[config.mk]
export PLATFORM = sky130hd
export DESIGN_NAME = writeback_commit_arbiter
export DESIGN_NICKNAME = d
export VERILOG_FILES = /design/src/rtl/taiga_types_pkg.sv /design/src/rtl/commit_lvt.sv /design/src/rtl/writeback_commit_arbiter.sv
export SDC_FILE = /design/constraint.sdc
export NUM_CORES = 1
export LEC_CHECK = 0
export ABC_AREA = 1
export CORE_AREA = 2 2 160 162
export CTS_CLUSTER_SIZE = 20
export DETAILED_ROUTE_END_ITERATION = 8
export DIE_AREA = 0 0 162 164
export GPL_TIMING_DRIVEN = 0
export PLACE_DENSITY = 0.86
export SLEW_MARGIN = 15
export SYNTH_ARGS = -nofsm -noshare
export SYNTH_HDL_FRONTEND = slang
export SYNTH_SLANG_ARGS = --single-unit
[constraint.sdc]
create_clock -name clk -period 5.78 [get_ports clk]
set_input_delay 1.156 -clock clk [delete_from_list [all_inputs] [get_ports clk]]
set_output_delay 1.156 -clock clk [all_outputs]
set_load 0.05 [all_outputs]
[src/rtl/taiga_types_pkg.sv]
// Shared types and default configuration for the writeback commit path.
package taiga_types;

  localparam int unsigned CFG_NUM_UNITS    = 5;
  localparam int unsigned CFG_COMMIT_PORTS = 3;
  localparam int unsigned CFG_READ_PORTS   = 2;
  localparam int unsigned CFG_XLEN         = 32;
  localparam int unsigned CFG_ID_W         = 3;

  localparam int unsigned LOG2_COMMIT_PORTS = $clog2(CFG_COMMIT_PORTS);
  localparam int unsigned WB_UNITS_WIDTH    = $clog2(CFG_NUM_UNITS);

  typedef logic [CFG_ID_W-1:0] id_t;

  typedef struct packed {
    logic                valid;
    id_t                 id;
    logic [CFG_XLEN-1:0] data;
  } commit_packet_t;

endpackage

[src/rtl/commit_lvt.sv]
// Live-value table: records which register-file bank holds the newest value of each register.
module commit_lvt
  import taiga_types::*;
#(
  parameter int unsigned WRITE_PORTS = CFG_COMMIT_PORTS,
  parameter int unsigned READ_PORTS  = CFG_READ_PORTS,
  localparam int unsigned BANK_W     = $clog2(WRITE_PORTS)
) (
  input  logic                                clk,
  input  logic                                rst,
  input  logic [WRITE_PORTS-1:0]              we,
  input  logic [WRITE_PORTS-1:0][4:0]         waddr,
  input  logic [READ_PORTS-1:0][4:0]          raddr,
  output logic [READ_PORTS-1:0][BANK_W-1:0]   rdata
);

  logic [31:0][BANK_W-1:0] lvt;

  // Writers never collide on an entry, so loop order does not matter.
  always_ff @(posedge clk) begin
    if (rst) begin
      lvt <= '0;
    end else begin
      for (int unsigned i = 0; i < WRITE_PORTS; i++) begin
        if (we[i]) lvt[waddr[i]] <= BANK_W'(i);
      end
    end
  end

  always_comb begin
    rdata = '0;
    for (int unsigned r = 0; r < READ_PORTS; r++) rdata[r] = lvt[raddr[r]];
  end

endmodule

[src/rtl/writeback_commit_arbiter.sv]
// Assigns completing units to register-file commit ports with rotating priority,
// drives bank write enables / LVT, and captures forwarded store data.
module writeback_commit_arbiter
  import taiga_types::*;
#(
  parameter int unsigned NUM_UNITS    = CFG_NUM_UNITS,
  parameter int unsigned COMMIT_PORTS = CFG_COMMIT_PORTS,
  parameter int unsigned READ_PORTS   = CFG_READ_PORTS,
  parameter int unsigned XLEN         = CFG_XLEN,
  parameter int unsigned ID_W         = CFG_ID_W,
  localparam int unsigned BANK_W      = $clog2(COMMIT_PORTS),
  localparam int unsigned UW          = $clog2(NUM_UNITS)
) (
  input  logic                                 clk,
  input  logic                                 rst,
  input  logic                                 alu_issued,
  input  logic [NUM_UNITS-1:0]                 unit_done,
  input  logic [NUM_UNITS-1:0][ID_W-1:0]       unit_id,
  input  logic [NUM_UNITS-1:0][XLEN-1:0]       unit_data,
  output logic [NUM_UNITS-1:0]                 unit_ack,
  output logic [COMMIT_PORTS-1:0]              commit_valid,
  output logic [COMMIT_PORTS-1:0][ID_W-1:0]    commit_id,
  output logic [COMMIT_PORTS-1:0][XLEN-1:0]    commit_data,
  input  logic [COMMIT_PORTS-1:0][4:0]         rd_addr,
  input  logic [COMMIT_PORTS-1:0][ID_W-1:0]    id_for_rd,
  output logic [COMMIT_PORTS-1:0]              commit_we,
  input  logic [READ_PORTS-1:0][4:0]           rs_addr,
  output logic [READ_PORTS-1:0][BANK_W-1:0]    rs_bank_sel,
  input  logic                                 store_waiting,
  input  logic [ID_W-1:0]                      store_id_needed,
  input  logic                                 store_ack,
  output logic                                 store_id_done,
  output logic [XLEN-1:0]                      store_data
);

  localparam int unsigned SW = UW + 1;

  logic [UW-1:0]                    rr_ptr;
  logic [UW-1:0]                    rr_next;
  logic [UW-1:0]                    last_unit;
  logic [BANK_W-1:0]                grant_cnt;
  logic [COMMIT_PORTS-1:1]          grant_valid;
  logic [COMMIT_PORTS-1:1][UW-1:0]  grant_unit;
  logic [SW-1:0]                    scan_sum;
  logic [UW-1:0]                    scan_u;
  logic                             any_grant;
  commit_packet_t [COMMIT_PORTS-1:0] pkt;
  logic                             fwd_hit;
  logic [XLEN-1:0]                  fwd_data;
  logic                             unused_port0_id;

  // The ALU always owns port 0, so its ID-table entry is never consulted.
  assign unused_port0_id = ^id_for_rd[0];

  // Rotating scan over units 1..NUM_UNITS-1 starting at rr_ptr; k-th hit goes to port k.
  always_comb begin
    grant_valid = '0;
    grant_unit  = '0;
    grant_cnt   = '0;
    last_unit   = rr_ptr;
    scan_sum    = '0;
    scan_u      = '0;
    unit_ack    = '0;
    for (int unsigned o = 0; o < NUM_UNITS - 1; o++) begin
      scan_sum = SW'(rr_ptr) + SW'(o);
      if (scan_sum >= SW'(NUM_UNITS)) scan_sum = scan_sum - SW'(NUM_UNITS - 1);
      scan_u = UW'(scan_sum);
      if (unit_done[scan_u] && (grant_cnt < BANK_W'(COMMIT_PORTS - 1))) begin
        grant_cnt              = grant_cnt + BANK_W'(1);
        grant_valid[grant_cnt] = 1'b1;
        grant_unit[grant_cnt]  = scan_u;
        unit_ack[scan_u]       = 1'b1;
        last_unit              = scan_u;
      end
    end
    unit_ack[0] = alu_issued;
  end

  assign any_grant = |grant_valid;
  assign rr_next   = (last_unit == UW'(NUM_UNITS - 1)) ? UW'(1) : last_unit + UW'(1);

  always_ff @(posedge clk) begin
    if (rst)            rr_ptr <= UW'(1);
    else if (any_grant) rr_ptr <= rr_next;
  end

  // Build per-port commit packets; ungranted ports stay all-zero.
  always_comb begin
    pkt          = '0;
    pkt[0].valid = alu_issued;
    pkt[0].id    = unit_id[0];
    pkt[0].data  = unit_data[0];
    for (int unsigned k = 1; k < COMMIT_PORTS; k++) begin
      if (grant_valid[k]) begin
        pkt[k].valid = 1'b1;
        pkt[k].id    = unit_id[grant_unit[k]];
        pkt[k].data  = unit_data[grant_unit[k]];
      end
    end
    commit_valid = '0;
    commit_id    = '0;
    commit_data  = '0;
    for (int unsigned k = 0; k < COMMIT_PORTS; k++) begin
      commit_valid[k] = pkt[k].valid;
      commit_id[k]    = pkt[k].id;
      commit_data[k]  = pkt[k].data;
    end
  end

  // Lower port wins a same-register race so the LVT sees at most one writer per entry.
  always_comb begin
    commit_we    = '0;
    commit_we[0] = alu_issued && (rd_addr[0] != 5'd0);
    for (int unsigned i = 1; i < COMMIT_PORTS; i++) begin
      commit_we[i] = commit_valid[i] && (id_for_rd[i] == commit_id[i]) && (rd_addr[i] != 5'd0);
      for (int unsigned j = 0; j < i; j++) begin
        if (commit_we[j] && (rd_addr[j] == rd_addr[i])) commit_we[i] = 1'b0;
      end
    end
  end

  commit_lvt #(
    .WRITE_PORTS (COMMIT_PORTS),
    .READ_PORTS  (READ_PORTS)
  ) u_lvt (
    .clk   (clk),
    .rst   (rst),
    .we    (commit_we),
    .waddr (rd_addr),
    .raddr (rs_addr),
    .rdata (rs_bank_sel)
  );

  always_comb begin
    fwd_hit  = 1'b0;
    fwd_data = '0;
    for (int unsigned i = 1; i < COMMIT_PORTS; i++) begin
      if (!fwd_hit && store_waiting && commit_valid[i] && (commit_id[i] == store_id_needed)) begin
        fwd_hit  = 1'b1;
        fwd_data = commit_data[i];
      end
    end
  end

  // A new match takes precedence over an ack arriving in the same cycle.
  always_ff @(posedge clk) begin
    if (rst) begin
      store_id_done <= 1'b0;
      store_data    <= '0;
    end else if (fwd_hit) begin
      store_id_done <= 1'b1;
      store_data    <= fwd_data;
    end else if (store_ack) begin
      store_id_done <= 1'b0;
    end
  end

endmodule

==> impl_metrics.env <==
export IMPL_status="completed"
export IMPL_synthesized_area_sq_mm=0.01170
export IMPL_clockRootBuffer="sky130_fd_sc_hd__clkbuf_16"
export IMPL_rr_worst_depth=32
export IMPL_timing_hold_worst_path_depth=2
export IMPL_placement_cell_area_sq_mm=0.01573
export IMPL_synth_top_cell_area_share_pct=17.11
export IMPL_final_core_utilization_pct=68.58
export IMPL_timing_final_hold_violations=0
export IMPL_post_route_hold_slack_ps=450.1
export IMPL_placement_rows=58
export IMPL_grt_busiest_layer="met2"
export IMPL_yosys_area_top_type="sky130_fd_sc_hd__dfxtp_1"
export IMPL_critical_path_endpoint_type="primary output"
export IMPL_die_width_um=162
export IMPL_final_net_count=2710
export IMPL_globalRouteTotalUtil_pct=47.90
export IMPL_sum_of_net_half_perimeters_after_detailed_placement_mm=51.25
export IMPL_port_buffer_count=361
export IMPL_tritoncts="yes"
export IMPL_route_vias_total=17850
export IMPL_worst_setup_slack_after_layout_ps=49.75
export IMPL_synth_common_cells="sky130_fd_sc_hd__nor2_1, sky130_fd_sc_hd__o21ai_0, sky130_fd_sc_hd__nand2_1, sky130_fd_sc_hd__inv_1, sky130_fd_sc_hd__nand3_1"
export IMPL_cts_sinks=100
export IMPL_grt_met3_usage_pct=12.63
export IMPL_initial_antenna_violation_count=5
export IMPL_detail_route_wirelength_mm=66.85
export IMPL_grt_pass1_vias=16760
export IMPL_cp_max_fo=10
export IMPL_cts_root_to_sink_buffers=2
export IMPL_critPathRequiredTime_ps=4620
export IMPL_arrival_ps=4570
export IMPL_detailedPlace_worstSlack_ps=-1620
export IMPL_drv_max_cap_violation_count=0
export IMPL_synth_enable_flop_cells=0
export IMPL_worstHoldPathType="reg2reg"
export IMPL_finalClockSkew_ps=17.92
export IMPL_synth_main_ff_cell="sky130_fd_sc_hd__dfxtp_1"
export IMPL_core_area_sq_mm=0.02482
export IMPL_timing_max_transition_violations_final=0
export IMPL_r2r_setup_slack_ps=1110
export IMPL_total_nets_after_synthesis=2290
export IMPL_antenna_violating_nets_post_route=0
export IMPL_timing_final_crit_period_ps=5730
export IMPL_ys_warnings_count=0
export IMPL_io_pins=375
export IMPL_critical_path_reg2reg_endpoint="u_lvt.lvt[53]"
export IMPL_synthTopCellsByArea="sky130_fd_sc_hd__dfxtp_1, sky130_fd_sc_hd__o21ai_0, sky130_fd_sc_hd__nor2_1"
export IMPL_grt_start_max_net_pins=22
export IMPL_rr_startpoint="rr_ptr[0]"
export IMPL_critPathLaunch="unit_done[1]"
export IMPL_netlist_cell_type_count=45
export IMPL_grt_use_met1_pct=55.66
export IMPL_rsz0062_at_grt="yes"
export IMPL_synth_sequential_area_ratio_pct=17.11
export IMPL_synth_cells=2056
export IMPL_drt_pass1_iterations=7
export IMPL_first_pass_grt_wire_length_mm=97.53
export IMPL_grt_util_met2_pct=77.76
export IMPL_worst_setup_path_endpoint="commit_data[95]"
export IMPL_per_cell_routed_wire_length_um=23.76
export IMPL_setup_violations=0
export IMPL_area_delta_synth_final_pct=45.48
export IMPL_leading_cell_type_by_number_of_instances_after_synthesis="sky130_fd_sc_hd__nor2_1"
export IMPL_nature_of_the_critical_path_startpoint="primary input"
export IMPL_die_h_um=164
export IMPL_timing_max_slew_rel_slack_pct=35.56
export IMPL_insertion_delay_ps=380
export IMPL_post_route_cells_drive_above_1_share_pct=16.89
export IMPL_critical_path_class="in2out"
export IMPL_initial_standard_cell_utilization_of_the_core_pct=47.14
export IMPL_overflow_left_after_global_routing=0
export IMPL_drt_vias_per_instance=6.344
export IMPL_h_tree_depth=3
export IMPL_max_freq_mhz=174.5
export IMPL_synth_async_reset_ratio_pct=0
export IMPL_finish_instance_area_sq_mm=0.01702
export IMPL_fp_dieArea_sq_mm=0.02657
export IMPL_post_route_period_util_pct=99.14
export IMPL_worst_setup_hold_path_clk_slew_ps=80
export IMPL_numCtsBuffers=9
export IMPL_drtIter0Drc=2873
export IMPL_drcViolationCount=0
export IMPL_gp_routability_congestion=1.089
export IMPL_postSynthAreaPerCell_sq_um=5.691
export IMPL_tightestPinTransition_ps=963.0
export IMPL_synth_seq_cells=100
[metal layers]
metal,part of all wire [%],vias to the layer above
li1,-,7754
met1,33,7976
met2,44,1665
met3,14,453
met4,9.2,4
met5,0.039,-
[state kept, by name, indices dropped and copies added (netlist names)]
signal,flops
store_data,32
rr_ptr,3
u_lvt.lvt,64
store_id_done,1
[area by class of cell]
type	count	area, sq um
diodes	3	7.507
plain buffers	184	1310
clock buffers	9	225.2
clock inverters	7	91.34
fillers	2212	7797
inverters	233	898.4
multi-input cells	1538	8092
flip-flops and latches	100	2009
well taps	330	412.9
repair buffers	410	3975
[critical path, stage by stage]
cell	delay, ps
sky130_fd_sc_hd__dlygate4sd2_1	280
sky130_fd_sc_hd__nand2_1	110
sky130_fd_sc_hd__nand3_1	110
sky130_fd_sc_hd__nand2_2	70
sky130_fd_sc_hd__nand3_2	100
sky130_fd_sc_hd__nand2_2	80
sky130_fd_sc_hd__inv_2	150
sky130_fd_sc_hd__ha_4	180
sky130_fd_sc_hd__inv_4	50
sky130_fd_sc_hd__nand2_1	100
sky130_fd_sc_hd__nor2_4	70
sky130_fd_sc_hd__buf_4	140
sky130_fd_sc_hd__buf_4	130
sky130_fd_sc_hd__a21oi_1	160
sky130_fd_sc_hd__nand2_1	130
sky130_fd_sc_hd__inv_1	100
sky130_fd_sc_hd__clkbuf_2	310
sky130_fd_sc_hd__clkbuf_1	630
sky130_fd_sc_hd__nor2_1	240
sky130_fd_sc_hd__buf_4	260
[cells in the final DEF, fill, tap and decap left out, types with 5 or more instances in the layout]
master	count
sky130_fd_sc_hd__buf_2	33
sky130_fd_sc_hd__inv_4	5
sky130_fd_sc_hd__dfxtp_1	98
sky130_fd_sc_hd__clkbuf_2	21
sky130_fd_sc_hd__nor3_1	50
sky130_fd_sc_hd__nor2_1	267
sky130_fd_sc_hd__dlygate4sd2_1	6
sky130_fd_sc_hd__a21oi_2	5
sky130_fd_sc_hd__buf_8	9
sky130_fd_sc_hd__nand2_1	263
sky130_fd_sc_hd__clkbuf_16	11
sky130_fd_sc_hd__o211ai_1	80
sky130_fd_sc_hd__nand3_1	210
sky130_fd_sc_hd__o21ai_1	70
sky130_fd_sc_hd__ha_1	11
sky130_fd_sc_hd__clkbuf_8	7
sky130_fd_sc_hd__nand4_1	12
sky130_fd_sc_hd__nand2_2	17
sky130_fd_sc_hd__o221ai_1	10
sky130_fd_sc_hd__o21bai_1	23
sky130_fd_sc_hd__buf_4	122
sky130_fd_sc_hd__dlymetal6s2s_1	5
sky130_fd_sc_hd__nand3_2	29
sky130_fd_sc_hd__o22ai_1	39
sky130_fd_sc_hd__buf_1	8
sky130_fd_sc_hd__nor2_2	44
sky130_fd_sc_hd__xor2_1	6
sky130_fd_sc_hd__inv_1	215
sky130_fd_sc_hd__clkdlybuf4s50_1	284
sky130_fd_sc_hd__clkbuf_4	7
sky130_fd_sc_hd__nor2_4	7
sky130_fd_sc_hd__buf_6	52
sky130_fd_sc_hd__a21oi_1	61
sky130_fd_sc_hd__nand2_4	6
sky130_fd_sc_hd__clkbuf_1	35
sky130_fd_sc_hd__inv_2	11
sky130_fd_sc_hd__o21ai_0	288
[timing repair]
action / CTS / global route
endpoints found under the setup margin: 76 / 73
endpoints found under the hold margin: 0 / 0
pin swaps: 25 / 27
hold buffers: 0 / 0
gates cloned: 0 / 1
setup buffers: 24 / 24
resized for setup: 565 / 115
[metrics by stage]
stage / std cells / setup TNS [ps]
3_3_place_gp: 2747 / -92660
5_1_grt: 2813 / -510.6
4_1_cts: 2786 / 0
6_report: 2814 / 0
2_1_floorplan: 2056 / 0
3_5_place_dp: 2747 / -93150
[worst min-delay path by stage]
stage                            start           end  slack (ps)
after floorplan           u_lvt.lvt[1]  u_lvt.lvt[1]         420
after global placement    u_lvt.lvt[0]  u_lvt.lvt[0]         430
after detailed placement  u_lvt.lvt[0]  u_lvt.lvt[0]         440
after CTS                 u_lvt.lvt[0]  u_lvt.lvt[0]         450
after global routing      u_lvt.lvt[0]  u_lvt.lvt[0]         470
final                     u_lvt.lvt[0]  u_lvt.lvt[0]         450
[kinds of logic (layout without fill, tap and decap cells)]
family	count (synthesis)	after routing	synth area share [%]
flip-flops	100	100	17.11
adder cells (fa/ha/maj)	12	12	1.283
other	0	3	0
XOR/XNOR	11	11	0.8235
buffers and inverters	418	843	16.12
AO/OA/AOI/OAI	600	600	29.44
AND/OR/NAND/NOR	915	915	35.23
Power is not shown: default switching activity piles up to over one toggle a cycle in this logic, so the estimate is an artifact.
